File: src/rtl/spi_flash_responder_if.sv
// Purpose: bundles the SPI pins and the byte-wide memory read port of the
//          flash responder.
// Ports (slave = the responder):
//   spi_cs_n, spi_sclk, spi_in0  in   SPI select, mode-0 clock, io[0]
//   spi_out[3:0], spi_oe[3:0]    out  io[3:0] values and drive enables
//   mem_rd, mem_addr             out  1-clk read strobe and byte address
//   mem_data                     in   read data, valid the clk after mem_rd
//   busy, cmd_err                out  selected flag, bad-opcode pulse
interface spi_flash_responder_if #(
  parameter int unsigned ADDR_W = 24
);
  logic              spi_cs_n;
  logic              spi_sclk;
  logic              spi_in0;
  logic [3:0]        spi_out;
  logic [3:0]        spi_oe;
  logic              mem_rd;
  logic [ADDR_W-1:0] mem_addr;
  logic [7:0]        mem_data;
  logic              busy;
  logic              cmd_err;

  modport slave (
    input  spi_cs_n, spi_sclk, spi_in0, mem_data,
    output spi_out, spi_oe, mem_rd, mem_addr, busy, cmd_err
  );

  modport master (
    output spi_cs_n, spi_sclk, spi_in0, mem_data,
    input  spi_out, spi_oe, mem_rd, mem_addr, busy, cmd_err
  );
endinterface

File: src/rtl/spi_flash_responder.sv
// Purpose: SPI NOR-flash responder. Oversamples /CS, SCLK and io[0] on clk,
//          decodes READ (0x03), FAST READ (0x0B) and QUAD OUTPUT FAST READ
//          (0x6B), and streams bytes fetched from a synchronous memory port.
// Ports:
//   clk    in  system clock, at least 4x the SCLK frequency
//   reset  in  asynchronous, active-high reset
//   bus    spi_flash_responder_if.slave (SPI pins + memory read port)
module spi_flash_responder #(
  parameter int unsigned ADDR_W       = 24,
  parameter int unsigned DUMMY_CYCLES = 8,
  parameter int unsigned SYNC_STAGES  = 2
) (
  input  logic                  clk,
  input  logic                  reset,
  spi_flash_responder_if.slave  bus
);

  localparam int unsigned CNT_MAX = (DUMMY_CYCLES > 24) ? DUMMY_CYCLES : 24;
  localparam int unsigned CNT_W   = $clog2(CNT_MAX + 1);

  typedef enum logic [2:0] {
    S_IDLE,
    S_CMD,
    S_ADDR,
    S_DUMMY,
    S_DATA,
    S_IGNORE
  } state_t;

  state_t                 state;
  logic [SYNC_STAGES-1:0] cs_sync, sclk_sync, in0_sync;
  logic                   sclk_d;
  logic [CNT_W-1:0]       cnt;
  logic [23:0]            shreg;
  logic                   use_dummy;
  logic                   quad;
  logic [2:0]             bit_idx;
  logic [7:0]             byte_q;
  logic                   ld;

  logic        cs_n_s, sclk_s, in0_s, sclk_rise, sclk_fall, last_unit;
  logic [23:0] shift_next;
  logic [7:0]  byte_now;

  assign cs_n_s     = cs_sync[SYNC_STAGES-1];
  assign sclk_s     = sclk_sync[SYNC_STAGES-1];
  assign in0_s      = in0_sync[SYNC_STAGES-1];
  assign sclk_rise  = sclk_s & ~sclk_d;
  assign sclk_fall  = ~sclk_s & sclk_d;
  assign shift_next = {shreg[22:0], in0_s};
  // Bypass the holding register in the clk the fetched byte arrives, so a
  // fall landing right after the fetch still sees the new byte.
  assign byte_now   = ld ? bus.mem_data : byte_q;
  assign last_unit  = quad ? bit_idx[0] : (bit_idx == 3'd7);

  // Input synchronisers plus one extra SCLK flop for edge detection.
  // The select chain resets to deselected so reset release cannot start a command.
  always_ff @(posedge clk or posedge reset) begin
    if (reset) begin
      cs_sync   <= '1;
      sclk_sync <= '0;
      in0_sync  <= '0;
      sclk_d    <= 1'b0;
    end else begin
      cs_sync   <= {cs_sync[SYNC_STAGES-2:0], bus.spi_cs_n};
      sclk_sync <= {sclk_sync[SYNC_STAGES-2:0], bus.spi_sclk};
      in0_sync  <= {in0_sync[SYNC_STAGES-2:0], bus.spi_in0};
      sclk_d    <= sclk_s;
    end
  end

  // Protocol FSM with registered outputs.
  always_ff @(posedge clk or posedge reset) begin
    if (reset) begin
      state        <= S_IDLE;
      cnt          <= '0;
      shreg        <= '0;
      use_dummy    <= 1'b0;
      quad         <= 1'b0;
      bit_idx      <= '0;
      byte_q       <= '0;
      ld           <= 1'b0;
      bus.spi_out  <= '0;
      bus.spi_oe   <= '0;
      bus.mem_rd   <= 1'b0;
      bus.mem_addr <= '0;
      bus.busy     <= 1'b0;
      bus.cmd_err  <= 1'b0;
    end else begin
      bus.mem_rd  <= 1'b0;
      bus.cmd_err <= 1'b0;
      ld          <= bus.mem_rd;
      if (ld) byte_q <= bus.mem_data;

      if (cs_n_s) begin
        // Deselect aborts whatever was in progress.
        state       <= S_IDLE;
        cnt         <= '0;
        bit_idx     <= '0;
        bus.spi_out <= '0;
        bus.spi_oe  <= '0;
        bus.busy    <= 1'b0;
      end else begin
        case (state)
          S_IDLE: begin
            state    <= S_CMD;
            cnt      <= '0;
            bus.busy <= 1'b1;
          end

          S_CMD: if (sclk_rise) begin
            shreg <= shift_next;
            if (cnt == CNT_W'(7)) begin
              cnt <= '0;
              case (shift_next[7:0])
                8'h03: begin state <= S_ADDR; use_dummy <= 1'b0; quad <= 1'b0; end
                8'h0B: begin state <= S_ADDR; use_dummy <= 1'b1; quad <= 1'b0; end
                8'h6B: begin state <= S_ADDR; use_dummy <= 1'b1; quad <= 1'b1; end
                default: begin
                  state       <= S_IGNORE;
                  bus.cmd_err <= 1'b1;
                end
              endcase
            end else begin
              cnt <= cnt + CNT_W'(1);
            end
          end

          S_ADDR: if (sclk_rise) begin
            shreg <= shift_next;
            if (cnt == CNT_W'(23)) begin
              cnt          <= '0;
              bit_idx      <= '0;
              bus.mem_addr <= shift_next[ADDR_W-1:0];
              bus.mem_rd   <= 1'b1;
              if (use_dummy) begin
                state <= S_DUMMY;
              end else begin
                state      <= S_DATA;
                bus.spi_oe <= 4'b0010;
              end
            end else begin
              cnt <= cnt + CNT_W'(1);
            end
          end

          S_DUMMY: if (sclk_rise) begin
            if (cnt == CNT_W'(DUMMY_CYCLES - 1)) begin
              cnt   <= '0;
              state <= S_DATA;
              if (!quad) bus.spi_oe <= 4'b0010;
            end else begin
              cnt <= cnt + CNT_W'(1);
            end
          end

          S_DATA: if (sclk_fall) begin
            if (quad) begin
              bus.spi_oe  <= 4'b1111;
              bus.spi_out <= bit_idx[0] ? byte_now[3:0] : byte_now[7:4];
            end else begin
              bus.spi_out <= {2'b00, byte_now[3'd7 - bit_idx], 1'b0};
            end
            // Prefetch the next byte as the last unit of this one goes out.
            if (last_unit) begin
              bit_idx      <= '0;
              bus.mem_addr <= bus.mem_addr + ADDR_W'(1);
              bus.mem_rd   <= 1'b1;
            end else begin
              bit_idx <= bit_idx + 3'd1;
            end
          end

          S_IGNORE: ;

          default: state <= S_IDLE;
        endcase
      end
    end
  end

endmodule

File: src/flat_wrapper.sv
// flat-port wrapper written by rule: the top's interface ports become plain ports
module spi_flash_responder_flat 
#(
  parameter int unsigned ADDR_W       = 24,
  parameter int unsigned DUMMY_CYCLES = 8,
  parameter int unsigned SYNC_STAGES  = 2
)
  (clk, reset, bus_spi_cs_n, bus_spi_sclk, bus_spi_in0, bus_mem_data, bus_spi_out, bus_spi_oe, bus_mem_rd, bus_mem_addr, bus_busy, bus_cmd_err);
  spi_flash_responder_if #(.ADDR_W(ADDR_W)) bus_i ();
  input  logic clk;
  input  logic reset;
  input wire logic [$bits(bus_i.spi_cs_n)-1:0] bus_spi_cs_n;
  input wire logic [$bits(bus_i.spi_sclk)-1:0] bus_spi_sclk;
  input wire logic [$bits(bus_i.spi_in0)-1:0] bus_spi_in0;
  input wire logic [$bits(bus_i.mem_data)-1:0] bus_mem_data;
  output wire logic [$bits(bus_i.spi_out)-1:0] bus_spi_out;
  output wire logic [$bits(bus_i.spi_oe)-1:0] bus_spi_oe;
  output wire logic [$bits(bus_i.mem_rd)-1:0] bus_mem_rd;
  output wire logic [$bits(bus_i.mem_addr)-1:0] bus_mem_addr;
  output wire logic [$bits(bus_i.busy)-1:0] bus_busy;
  output wire logic [$bits(bus_i.cmd_err)-1:0] bus_cmd_err;
  assign bus_i.spi_cs_n = bus_spi_cs_n;
  assign bus_i.spi_sclk = bus_spi_sclk;
  assign bus_i.spi_in0 = bus_spi_in0;
  assign bus_i.mem_data = bus_mem_data;
  assign bus_spi_out = bus_i.spi_out;
  assign bus_spi_oe = bus_i.spi_oe;
  assign bus_mem_rd = bus_i.mem_rd;
  assign bus_mem_addr = bus_i.mem_addr;
  assign bus_busy = bus_i.busy;
  assign bus_cmd_err = bus_i.cmd_err;
  spi_flash_responder #(.ADDR_W(ADDR_W), .DUMMY_CYCLES(DUMMY_CYCLES), .SYNC_STAGES(SYNC_STAGES)) u_core (.clk(clk), .reset(reset), .bus(bus_i));
endmodule
File: config.mk
export PLATFORM = sky130hd
export DESIGN_NAME = spi_flash_responder_flat
export DESIGN_NICKNAME = d
export VERILOG_FILES = /design/src/rtl/spi_flash_responder_if.sv /design/src/rtl/spi_flash_responder.sv /design/src/flat_wrapper.sv
export SDC_FILE = /design/constraint.sdc
export NUM_CORES = 1
export LEC_CHECK = 0
export CORE_MARGIN = 2
export CORE_UTILIZATION = 45
export CTS_CLUSTER_SIZE = 30
export DETAILED_ROUTE_END_ITERATION = 8
export HOLD_SLACK_MARGIN = 0.06
export PLACE_DENSITY = 0.71
export SLEW_MARGIN = 15
export SYNTH_ARGS = -nofsm -noshare
export SYNTH_HDL_FRONTEND = slang
export SYNTH_SLANG_ARGS = --single-unit
File: constraint.sdc
create_clock -name clk -period 6.85 [get_ports clk]
set_clock_uncertainty 0.15 [all_clocks]
set_input_delay 1.37 -clock clk [delete_from_list [all_inputs] [get_ports clk]]
set_output_delay 1.37 -clock clk [all_outputs]
set_load 0.01 [all_outputs]
; ---- Word-level counts from Yosys, hierarchy flattened
; Cells that the tools add are included.
[op_classes]
addsub = 4
n_lt_le_gt_ge = 1
n_eq_ne = 27
mux = 61
bitwise_logic = 5
reduce_logical = 25
[ops]
columns = op, count
row1 = 24-bit 2-to-1 mux, 4
row2 = 4-bit 2-to-1 mux, 14
row3 = 24-bit case mux with 2 select lines, 1
row4 = 3-bit 2-to-1 mux, 14
row5 = "3-bit by 1-bit != test with 1-bit output, second input constant", 9
row6 = 5-bit 2-to-1 mux, 5
row7 = "24-bit by 1-bit adder with 24-bit output, second input constant", 1
row8 = 3-bit case mux with 5 select lines, 1
row9 = 5-bit case mux with 3 select lines, 1
row10 = 1-bit 2-to-1 mux, 14
row11 = 4-bit case mux with 3 select lines, 1
row12 = 2-bit nonzero test, 6
row13 = "2-bit by 1-bit != test with 1-bit output, second input constant", 5
row14 = 5-bit AND reduction, 2
row15 = 2-bit OR reduction, 5
row16 = "3-bit == test, second input constant", 3
row17 = 9-bit AND reduction, 1
row18 = "8-bit by 2-bit == test with 1-bit output, second input constant", 1
row19 = "8-bit by 4-bit == test with 1-bit output, second input constant", 1
row20 = "8-bit by 7-bit == test with 1-bit output, second input constant", 1
row21 = 8-bit 2-to-1 mux, 1
row22 = 4-bit nonzero test, 2
row23 = 7-bit AND reduction, 1
row24 = "3-bit by 2-bit == test with 1-bit output, second input constant", 2
row25 = other kinds (20), 27
[totals]
regBits = 87
input_bits = 13
output_inout_bits = 35
elab_cells = 141

; ---- Longest topological paths before layout
; Gate-level depths: netlist of the first run.
[logic_depth]
depth_word = 7
mapped_depth = 9
mapped_depth_nobuf = 8

; ---- Least setup slack after synthesis of the first run
; Ideal clock, no wire load.
[synth_timing]
path_type = input to register
start = input port bus_mem_data[4]
end = register u_core.bus.spi_out[1]
setup_ns = 0.136
t_arrival_ns = 2.166
path_slack_ns = 4.398
cell_stages = 5
path_buffers = 0
cell_sequence = mux4_2 -> nand3_1 -> o41ai_1 -> o21ai_0 -> a21oi_1
[synth_between]
elab_chain_cells = 7
[synth_lines]
columns = item, line_no
row1 = from (decl), flat_wrapper.sv:15  ; input wire logic [$bits(bus_i.mem_data)-1:0] bus_mem_data;
row2 = 8-bit 2-to-1 mux, spi_flash_responder.sv:53  ; assign byte_now = ld ? bus.mem_data : byte_q;
row3 = 1-bit binary-select mux with 3-bit select, spi_flash_responder.sv:162  ; bus.spi_out <= {2'b00, byte_now[3'd7 - bit_idx], 1'b0};
row4 = 1-bit 2-to-1 mux (not written as such), spi_flash_responder.sv:162
row5 = 4-bit 2-to-1 mux, spi_flash_responder.sv:158  ; if (quad) begin
row6 = 4-bit 2-to-1 mux, spi_flash_responder.sv:157  ; S_DATA: if (sclk_fall) begin
row7 = 4-bit 2-to-1 mux, spi_flash_responder.sv:104  ; case (state)
row8 = 4-bit 2-to-1 mux, spi_flash_responder.sv:95  ; if (cs_n_s) begin
row9 = to (signal assigned), spi_flash_responder.sv:160  ; bus.spi_out <= bit_idx[0] ? byte_now[3:0] : byte_now[7:4];
row10 = to (signal assigned), spi_flash_responder.sv:162
row11 = to (decl), spi_flash_responder_if.sv:25  ; output spi_out, spi_oe, mem_rd, mem_addr, busy, cmd_err
; No other way between the ends. The select of a mux whose other input is x is not followed.
; A chain may end at the register's enable or synchronous reset.

; ---- Worst setup path in the final report of the first run
[layout_timing]
start = register u_core.bit_idx[0]
end = register u_core.bus.mem_addr[17]
[layout_between]
elab_chain_cells = 4
[layout_lines]
columns = item, line_no
row1 = from (decl), spi_flash_responder.sv:37  ; logic [2:0] bit_idx;
row2 = from (signal assigned), spi_flash_responder.sv:170  ; bit_idx <= bit_idx + 3'd1;
row3 = 3-bit == test, spi_flash_responder.sv:54  ; assign last_unit = quad ? bit_idx[0] : (bit_idx == 3'd7);
row4 = 1-bit 2-to-1 mux (*), spi_flash_responder.sv:54
row5 = 2-bit by 1-bit != test with 1-bit output (no source line) (*), -
row6 = 6-bit AND reduction (no source line) (*), -
row7 = to (signal assigned), spi_flash_responder.sv:134  ; bus.mem_addr <= shift_next[ADDR_W-1:0];
row8 = to (signal assigned), spi_flash_responder.sv:167  ; bus.mem_addr <= bus.mem_addr + ADDR_W'(1);
row9 = to (decl), spi_flash_responder_if.sv:25
; Every way passes the cells marked *; elsewhere a longest branch is shown, timed or not.

==> results.py, run 1 <==
metrics = {
    "status": {
        "status": "finished clean",
    },
    "die": {
        "die_width_um": 102.4,
        "die_y_um": 102.4,
        "ios": 48,
        "die_area_um2": 10480,
        "row_count": 35,
        "start_util_pct": 46.67,
        "coreArea_um2": 9328,
    },
    "critical_path": {
        "end_kind": "flip-flop",
        "crit_type": "flip-flop to flip-flop",
        "start_kind": "flip-flop",
        "rr_startpoint": "u_core.bit_idx[0]$_DFFE_PP0P_",
        "r2r_cells": 8,
        "cp.required_ps": 6920,
        "crit_path_max_fanout": 29,
        "r2r_end": "u_core.bus.mem_addr[17]$_DFFE_PP0P_",
        "r2r_setup_slack_ps": 3770,
        "worstPathArrival_ps": 3150,
    },
    "yosys": {
        "syn_nets": 447,
        "async_flop_share_pct": 100.0,
        "syn_area_um2": 4353,
        "yosys.area.top_type_share_pct": 47.71,
        "synth.lib_cells_used.distinct": 64,
        "syn_inst": 430,
        "synth_warnings": 0,
        "synth.yosys.seq_area_share_pct": 48.92,
        "synth_edf_count": 0,
        "ys_ff_latch": 85,
        "synth-main-ff-cell": "dfrtp_1",
        "syn-mean-instance-area_um2": 10.12,
        "yosys-top-cells-area": "dfrtp_1 48%, mux2_2 8.3%, a21oi_1 3.6%",
        "yosysTopAreaCell": "dfrtp_1",
    },
    "power": {
        "switching_share_pct": 30.99,
        "power_density_nw_per_um2": 235.9,
        "leakagePower_nw": 2.183,
        "pwr-share-seq_pct": 48.1,
        "switchingPower_mw": 0.3714,
        "p_int_mw": 0.8271,
        "max-vdd-ir-drop_mv": 0.1197,
        "comb_power_share_pct": 20.7,
        "clkPwrFrac_pct": 31.2,
        "total_power_mw": 1.199,
    },
    "hold_path": {
        "whs_path_depth": 0,
        "min_path_type": "flip-flop to flip-flop",
        "min-delay-start": "u_core.in0_sync[0]$_DFF_PP0_",
        "hold-path-endpoint": "u_core.in0_sync[1]$_DFF_PP0_",
    },
    "flow_run": {
        "maxCapViolCount": 0,
    },
    "timing": {
        "layout_setup_ws_ps": 3774,
        "worst_pin_slew_ps": 1026,
        "fin_setup_tns_ps": 0,
        "rsz0062_at_grt": "false",
        "maxSlewHeadroom_pct": 31.61,
        "min_period_over_period_pct": 44.90,
        "timing.fmax_mhz": 325.1,
        "hold_violations": 0,
        "final_max_slew_viol_count": 0,
        "setup_viol": 0,
        "min_period_ps": 3076,
    },
    "layout": {
        "multi_input_comb_area_um2": 2023,
        "fin_nets": 480,
        "num_antenna_cells": 0,
        "area_growth_pct": 16.70,
        "fillers": 811,
        "drive_gt1_share_pct": 13.89,
        "final-seq-area_um2": 2130,
    },
    "global_route": {
        "antenna_found_initial": 0,
        "grt_start_max_net_pins": 86,
        "first_global_vias": 3226,
        "grt_overflow": 0,
        "grt_pass1_wl_um": 15620,
        "grtUsageTotal_pct": 18.98,
    },
    "clock_network": {
        "worstSkewPairLatency_ps": 350,
        "postCtsSetupRepairBufs": 0,
        "cts.repair.resized": 0,
        "tritoncts": "yes",
        "cts_made_buffers": 9,
        "cts_root_buf": "clkbuf_8",
        "clkSinkCount": 85,
        "postCtsHoldBufs": 0,
        "cts_buffer_depth": 2,
        "cts_htree_levels": 3,
        "clk_pin_slew_ps": 90,
    },
    "place": {
        "dp_hpwl_um": 6246,
        "pre_cts_slack_ps": 3787,
        "routabilityCongestion": 0.8270,
        "portBuffers": 47,
    },
    "drt": {
        "antenna_left": 0,
        "drt-total-wl_um": 9344,
        "vias": 3458,
        "dr.pass1.iters": 5,
        "drtIter0Drc": 378,
        "wl_per_cell_um": 15.65,
        "drc": 0,
        "vias_per_cell": 5.792,
    },
}
[flip-flops by register name, indices dropped and copies added, names as in the netlist]
name / count
u_core.bus.mem_addr: 24
u_core.shreg: 23
u_core.byte_q: 8
u_core.cnt: 5
u_core.bus.spi_out: 4
u_core.bit_idx: 3
u_core.state: 3
u_core.bus.spi_oe: 2
u_core.cs_sync: 2
u_core.in0_sync: 2
u_core.sclk_sync: 2
u_core.bus.busy: 1
u_core.bus.cmd_err: 1
u_core.bus.mem_rd: 1
u_core.ld: 1
u_core.quad: 1
u_core.sclk_d: 1
u_core.use_dummy: 1
[metrics by stage]
stage	util, %	cell area, um^2	std cells	hold slack, ps
after global routing	54.46	5080	597	212.2
after CTS	54.42	5076	597	204.3
after global placement	52.15	4865	581	181.5
after detailed placement	52.15	4865	581	185.5
final	54.46	5080	597	202.5
after floorplan	-	4353	430	181.2
[critical path, stage by stage, from the launching register on]
cell,delay (ps)
dfrtp_1,470
ha_1,240
ha_1,190
mux2_2,280
nand3_1,80
a21o_1,800
inv_2,400
a21oi_1,260
a21oi_1,60
[power groups by stage]
stage	clock (mW)	combinational, mW	sequential, mW
after floorplan	0	0.212	0.557
after global placement	0	0.241	0.582
after detailed placement	0	0.247	0.584
after CTS	0.382	0.248	0.575
after global routing	0.403	0.280	0.583
final	0.374	0.248	0.577
[layout by cell type, fill, tap and decap left out, types with 4 or more instances in the layout]
cell / instances
dfrtp_1: 83
clkdlybuf4s50_1: 47
nor2_1: 34
mux2_2: 32
a21oi_1: 31
nand2_1: 29
nand3_1: 27
o21ai_0: 19
inv_1: 12
clkbuf_8: 12
o21ai_1: 10
nor3_1: 9
a2bb2oi_1: 7
o22ai_1: 7
nand2b_1: 6
a31oi_1: 5
nand4_1: 5
nor4_1: 5
mux2i_1: 5
o22a_1: 5
o31ai_1: 4
a21o_1: 4
ha_1: 4
[cell families (layout without fill, tap and decap cells)]
kind of cell,after synthesis,count (layout),share of synthesized area [%]
compound gates,122,122,18.77
xor+xnor,2,2,0.4025
fa+ha+maj,4,4,1.150
buf+inv,43,81,4.714
flops,85,85,48.92
mux,39,39,10.46
simple gates,135,135,15.58
[area by class of cell]
type | instances | share of cell area, %
Clock buffer | 13 | 3.325
Multi-Input combinational cell | 302 | 39.83
Tap cell | 129 | 3.177
Inverter | 15 | 1.133
Timing Repair Buffer | 50 | 9.778
Sequential cell | 85 | 41.92
Clock inverter | 3 | 0.8374
[metal layers]
| metal | GRT usage (%) | part of all wire (%) |
|---|---|---|
| met5 | 0 | 0 |
| met4 | 5.846 | 1.2 |
| met3 | 4.309 | 4.9 |
| met2 | 29.35 | 47 |
| met1 | 26.78 | 47 |
[cell usage after synthesis (all sizes together), types with 3 or more instances]
library cell	number
a41oi	3
a32oi	3
nor2	35
inv	14
nor3	9
o22ai	7
buf	13
o21ai	29
a2bb2oi	9
a22oi	3
nand3	27
ha	4
nand3b	4
nand2	29
o22a	5
clkbuf	15
a21oi	32
a21o	4
mux2i	5
and2	4
nand4	5
a31oi	5
nor4	5
o31ai	4
nand2b	6
mux2	32
dfrtp	83
[worst max-delay path by stage]
stage	startpoint	endpoint	slack [ps]
detailed placement	u_core.bit_idx[0]$_DFFE_PP0P_	u_core.bus.mem_addr[17]$_DFFE_PP0P_	3790
floorplan	reset	u_core.bit_idx[0]$_DFFE_PP0P_	3140
global route	u_core.bit_idx[0]$_DFFE_PP0P_	u_core.bus.mem_addr[5]$_DFFE_PP0P_	3500
finish	u_core.bit_idx[0]$_DFFE_PP0P_	u_core.bus.mem_addr[17]$_DFFE_PP0P_	3770
CTS	u_core.bit_idx[0]$_DFFE_PP0P_	u_core.bus.mem_addr[11]$_DFFE_PP0P_	3760
global placement	u_core.bit_idx[0]$_DFFE_PP0P_	u_core.bus.mem_addr[0]$_DFFE_PP0P_	3890
Power figures use the tool's default switching activity.
==> inputs of run 2 (changes only) <==
- clock period: 6.85 -> 3 ns (I/O delays scaled with it)
==> results.py, run 2 (synthesized netlist as in run 1, its figures left out) <==
metrics = {
    "clock_network": {
        "postCtsSetupRepairBufs": 0,
        "cts_made_buffers": 9,
        "clk_pin_slew_ps": 80,
        "tritoncts": "yes",
        "clkSinkCount": 85,
        "postCtsHoldBufs": 0,
        "cts_buffer_depth": 2,
        "worstSkewPairLatency_ps": 360,
        "cts_htree_levels": 3,
        "cts_root_buf": "clkbuf_8",
        "cts.repair.resized": 0,
    },
    "critical_path": {
        "cp-endpoint": "u_core.bus.mem_addr[11]$_DFFE_PP0P_",
        "worstSetupStartpoint": "u_core.cnt[0]$_DFFE_PP0P_",
        "r2r_end": "u_core.bus.mem_addr[11]$_DFFE_PP0P_",
        "start_kind": "flip-flop",
        "rr_startpoint": "u_core.cnt[0]$_DFFE_PP0P_",
        "cp.required_ps": 3100,
        "r2r_setup_slack_ps": 580,
        "r2r_cells": 7,
        "worstPathArrival_ps": 2510,
        "end_kind": "flip-flop",
        "crit_type": "flip-flop to flip-flop",
        "crit_path_max_fanout": 28,
    },
    "layout": {
        "largest_reg_flops": 24,
        "fin_nets": 486,
        "fin_cells": 603,
        "fillers": 835,
        "area_growth_pct": 18.22,
        "final_cell_mix": "83 x dfrtp_1, 47 x clkdlybuf4s50_1, 34 x nor2_1",
        "top_register": "u_core.bus.mem_addr",
        "top_regs": "u_core.bus.mem_addr: 24 flops, u_core.shreg: 23 flops, u_core.byte_q: 8 flops",
        "drive_gt1_share_pct": 14.98,
        "num_antenna_cells": 0,
        "final_common_cell": "dfrtp_1",
    },
    "timing": {
        "layout_setup_ws_ps": 582.1,
        "setup_viol": 0,
        "maxSlewHeadroom_pct": 59.63,
        "timing.fmax_mhz": 413.6,
        "rsz0062_at_grt": "false",
        "fin_setup_tns_ps": 0,
        "final_max_slew_viol_count": 0,
        "whs_ps": 208.4,
        "worst_pin_slew_ps": 600.1,
        "min_period_ps": 2418,
        "hold_violations": 0,
        "min_period_over_period_pct": 80.60,
    },
    "place": {
        "pre_cts_slack_ps": 607.3,
        "dp.cells": 587,
        "dp_hpwl_um": 6606,
        "routabilityCongestion": 0.8347,
        "portBuffers": 47,
    },
    "power": {
        "leakagePower_nw": 2.224,
        "max-vdd-ir-drop_mv": 0.2850,
        "total_power_mw": 2.809,
        "power_density_nw_per_um2": 545.8,
    },
    "drt": {
        "drt-total-wl_um": 9820,
        "antenna_left": 0,
        "dr.pass1.iters": 7,
        "wl_per_cell_um": 16.29,
        "vias": 3499,
        "drc": 0,
        "vias_per_cell": 5.803,
        "drtIter0Drc": 280,
    },
    "global_route": {
        "grt_start_max_net_pins": 53,
        "first_global_vias": 3532,
        "grt_pass1_wl_um": 16900,
        "grt_overflow": 0,
        "grtUsageTotal_pct": 20.49,
        "antenna_found_initial": 0,
    },
    "die": {
        "coreArea_um2": 9328,
        "die_area_um2": 10480,
        "row_count": 35,
        "die_y_um": 102.4,
        "ios": 48,
        "die_width_um": 102.4,
        "start_util_pct": 46.67,
    },
    "hold_path": {
        "min_path_type": "flip-flop to flip-flop",
    },
    "status": {
        "status": "finished clean",
    },
    "flow_run": {
        "maxCapViolCount": 0,
    },
}
[run 2: changes by cell type in the layout (fill, tap and decap cells not counted), sizes merged]
| cell | delta |
|---|---|
| clkinv | +1 |
| clkbuf | -2 |
| bufinv | +1 |
| inv | +1 |
| buf | +6 |
| clkinvlp | -1 |
[run 2: layer usage]
metal  up-vias  wire length (um)  track usage (%)
li1       1658                 -                -
met1      1739              4511            27.63
met2        90              4767            33.30
met3        12               424            4.172
met4         0               116            6.769
met5         -                 0                0
[run 2: worst min path at each step]
stage	depth (start not counted)	slack, ps	start	endpoint
2_1_floorplan	0	180	u_core.in0_sync[0]$_DFF_PP0_	u_core.in0_sync[1]$_DFF_PP0_
3_3_place_gp	0	180	u_core.in0_sync[0]$_DFF_PP0_	u_core.in0_sync[1]$_DFF_PP0_
3_5_place_dp	0	190	u_core.sclk_sync[0]$_DFF_PP0_	u_core.sclk_sync[1]$_DFF_PP0_
4_1_cts	0	210	u_core.sclk_sync[0]$_DFF_PP0_	u_core.sclk_sync[1]$_DFF_PP0_
5_1_grt	0	220	u_core.sclk_sync[0]$_DFF_PP0_	u_core.sclk_sync[1]$_DFF_PP0_
6_report	0	210	u_core.in0_sync[0]$_DFF_PP0_	u_core.in0_sync[1]$_DFF_PP0_
[run 2: per-stage QoR]
step,area (um^2),util [%]
final,5146,55.17
after global routing,5146,55.17
after CTS,5146,55.17
after detailed placement,4922,52.77
after global placement,4922,52.77
after floorplan,4353,-
[run 2: layout make-up]
type,instances,area [um^2],area share [%]
sequential,85,2130,41.38
inverter,15,57.56,1.118
tap,129,161.4,3.136
clock inverter,5,82.58,1.605
multi-input combinational,302,2023,39.31
timing repair buffer,56,550.5,10.70
clock buffer,11,141.4,2.747
[run 2: critical path, stage by stage, from the launching register on]
cell and delay [ps]:
dfrtp_1 400, ha_1 260, nand3b_4 130, or4_4 540, a21o_1 190, buf_4 230, a21o_1 180, a22o_1 220
[run 2: report_power, final]
| group | internal, mW | leakage, nW | switching (mW) | total, mW |
|---|---|---|---|---|
| logic | 0.236 | 0.949 | 0.346 | 0.582 |
| clock network | 0.495 | 0.114 | 0.419 | 0.914 |
| registers | 1.20 | 1.16 | 0.109 | 1.31 |
| total | 1.93 | 2.22 | 0.874 | 2.81 |
==> inputs of run 3 (changes only) <==
- clock period: 3 -> 2.25 ns (I/O delays scaled with it)
==> results.py, run 3 (synthesized netlist as in run 1, its figures left out) <==
metrics = {
    "drt": {
        "drtIter0Drc": 236,
        "wl_per_cell_um": 15.66,
        "drc": 0,
        "vias": 3596,
        "dr.pass1.iters": 5,
        "vias_per_cell": 5.744,
        "antenna_left": 0,
        "drt-total-wl_um": 9805,
    },
    "critical_path": {
        "cp.required_ps": 2390,
        "r2r_setup_slack_ps": 40,
        "r2r_cells": 8,
        "crit_path_max_fanout": 10,
        "start_kind": "flip-flop",
        "worstPathArrival_ps": 2350,
        "end_kind": "flip-flop",
        "rr_startpoint": "u_core.cnt[1]$_DFFE_PP0P_",
        "crit_type": "flip-flop to flip-flop",
        "r2r_end": "u_core.bus.mem_addr[17]$_DFFE_PP0P_",
    },
    "timing": {
        "min_period_ps": 2208,
        "worst_pin_slew_ps": 608.2,
        "setup_viol": 0,
        "rsz0062_at_grt": "false",
        "hold_violations": 0,
        "layout_setup_ws_ps": 41.93,
        "final_max_slew_viol_count": 0,
        "timing.fmax_mhz": 452.9,
        "maxSlewHeadroom_pct": 59.14,
        "min_period_over_period_pct": 98.14,
    },
    "global_route": {
        "grt_pass1_wl_um": 16440,
        "grt_overflow": 0,
        "grtUsageTotal_pct": 19.91,
        "grt_start_max_net_pins": 86,
        "antenna_found_initial": 0,
        "first_global_vias": 3394,
    },
    "power": {
        "p_int_mw": 2.687,
        "power_density_nw_per_um2": 715.5,
        "clkPwrFrac_pct": 32.0,
        "leakagePower_nw": 2.349,
        "pwr-share-seq_pct": 43.7,
        "max-vdd-ir-drop_mv": 0.3974,
        "switching_share_pct": 30.18,
        "switchingPower_mw": 1.162,
        "comb_power_share_pct": 24.3,
    },
    "hold_path": {
        "min-delay-start": "u_core.cs_sync[0]$_DFF_PP1_",
        "hold-path-endpoint": "u_core.cs_sync[1]$_DFF_PP1_",
        "whs_path_depth": 0,
        "min_path_type": "flip-flop to flip-flop",
    },
    "die": {
        "start_util_pct": 46.67,
        "coreArea_um2": 9328,
        "die_width_um": 102.4,
        "die_y_um": 102.4,
        "die_area_um2": 10480,
        "ios": 48,
        "row_count": 35,
    },
    "clock_network": {
        "clk_pin_slew_ps": 90,
        "cts_root_buf": "clkbuf_8",
        "clkSinkCount": 85,
        "tritoncts": "yes",
        "cts_made_buffers": 9,
        "postCtsHoldBufs": 0,
        "worstSkewPairLatency_ps": 360,
        "cts_htree_levels": 3,
        "cts_buffer_depth": 2,
    },
    "layout": {
        "area_growth_pct": 23.57,
        "final_cell_mix": "83 x dfrtp_1, 47 x clkdlybuf4s50_1, 34 x nor2_1",
        "top_regs": "u_core.bus.mem_addr: 24 flops, u_core.shreg: 23 flops, u_core.byte_q: 8 flops",
        "final_common_cell": "dfrtp_1",
        "largest_reg_flops": 24,
        "stdcell_area_um2": 5379,
        "num_antenna_cells": 0,
        "utilization_pct": 57.67,
        "fin_nets": 509,
        "top_register": "u_core.bus.mem_addr",
        "drive_gt1_share_pct": 19.92,
    },
    "place": {
        "routabilityCongestion": 0.8511,
        "portBuffers": 47,
        "dp_hpwl_um": 6763,
        "pre_cts_slack_ps": -2.141,
        "place_area_um2": 5115,
    },
    "flow_run": {
        "maxCapViolCount": 0,
    },
    "status": {
        "status": "finished clean",
    },
}
run 3: cell types whose count changed in the layout (fill, tap and decap cells not counted), moves of 2 or more:
cell        change
clkinvlp_4      +2
buf_12          +2
buf_4          +20
a21oi_2         +2
a21oi_1         -2
run 3: final cells by class:
type	count	area, um^2
multi-input cells	302	2041
clock buffers	11	151.4
fillers	818	3949
clock inverters	5	81.33
repair buffers	79	752.0
flip-flops and latches	85	2130
inverters	15	62.56
well taps	129	161.4
run 3: per-layer routing:
layer	global-route usage [%]	part of all wire [%]	up-vias
met5	0	0	-
met4	6.462	1.4	0
met1	27.72	47	1790
li1	-	-	1713
met2	31.63	48	82
met3	3.762	3.5	11
run 3: per-stage QoR:
step / hold slack (ps) / total power, mW / std cells / TNS, ps
global route: 208.4 / 4.069 / 626 / 0
CTS: 202.7 / 3.876 / 625 / 0
global placement: 182.7 / 2.614 / 609 / 0
floorplan: 181.2 / 2.342 / 430 / 0
detailed placement: 193.3 / 2.632 / 609 / -3.609
finish: 204.5 / 3.849 / 626 / 0
run 3: critical path, stage by stage, from the launching register on:
cell and delay (ps):
dfrtp_1 380, ha_2 220, nand3b_4 90, or4_4 530, a21o_4 260, inv_4 110
buf_4 200, a21oi_1 90, a21oi_1 120
run 3: worst max-delay path by stage:
stage	from	to	cells past startpoint
global route	u_core.cnt[1]$_DFFE_PP0P_	u_core.bus.mem_addr[17]$_DFFE_PP0P_	8
CTS	u_core.cnt[1]$_DFFE_PP0P_	u_core.bus.mem_addr[17]$_DFFE_PP0P_	8
floorplan	u_core.cnt[0]$_DFFE_PP0P_	u_core.bus.mem_addr[11]$_DFFE_PP0P_	7
detailed placement	u_core.cnt[1]$_DFFE_PP0P_	u_core.bus.mem_addr[17]$_DFFE_PP0P_	8
finish	u_core.cnt[1]$_DFFE_PP0P_	u_core.bus.mem_addr[17]$_DFFE_PP0P_	8
global placement	u_core.cnt[1]$_DFFE_PP0P_	u_core.bus.mem_addr[17]$_DFFE_PP0P_	8
run 3: timing repair:
| action | 4_1_cts | 5_1_grt |
|---|---|---|
| setup endpoints to repair | 4 | 10 |
| gates resized for setup | 1 | 5 |
| buffers inserted | 0 | 1 |
run 3: power by group through the flow:
stage / Sequential, mW / Combinational [mW] / Clock [mW]
finish: 1.68 / 0.937 / 1.23
global route: 1.69 / 1.03 / 1.34
CTS: 1.68 / 0.930 / 1.27
detailed placement: 1.71 / 0.921 / 0
global placement: 1.71 / 0.907 / 0
floorplan: 1.69 / 0.647 / 0
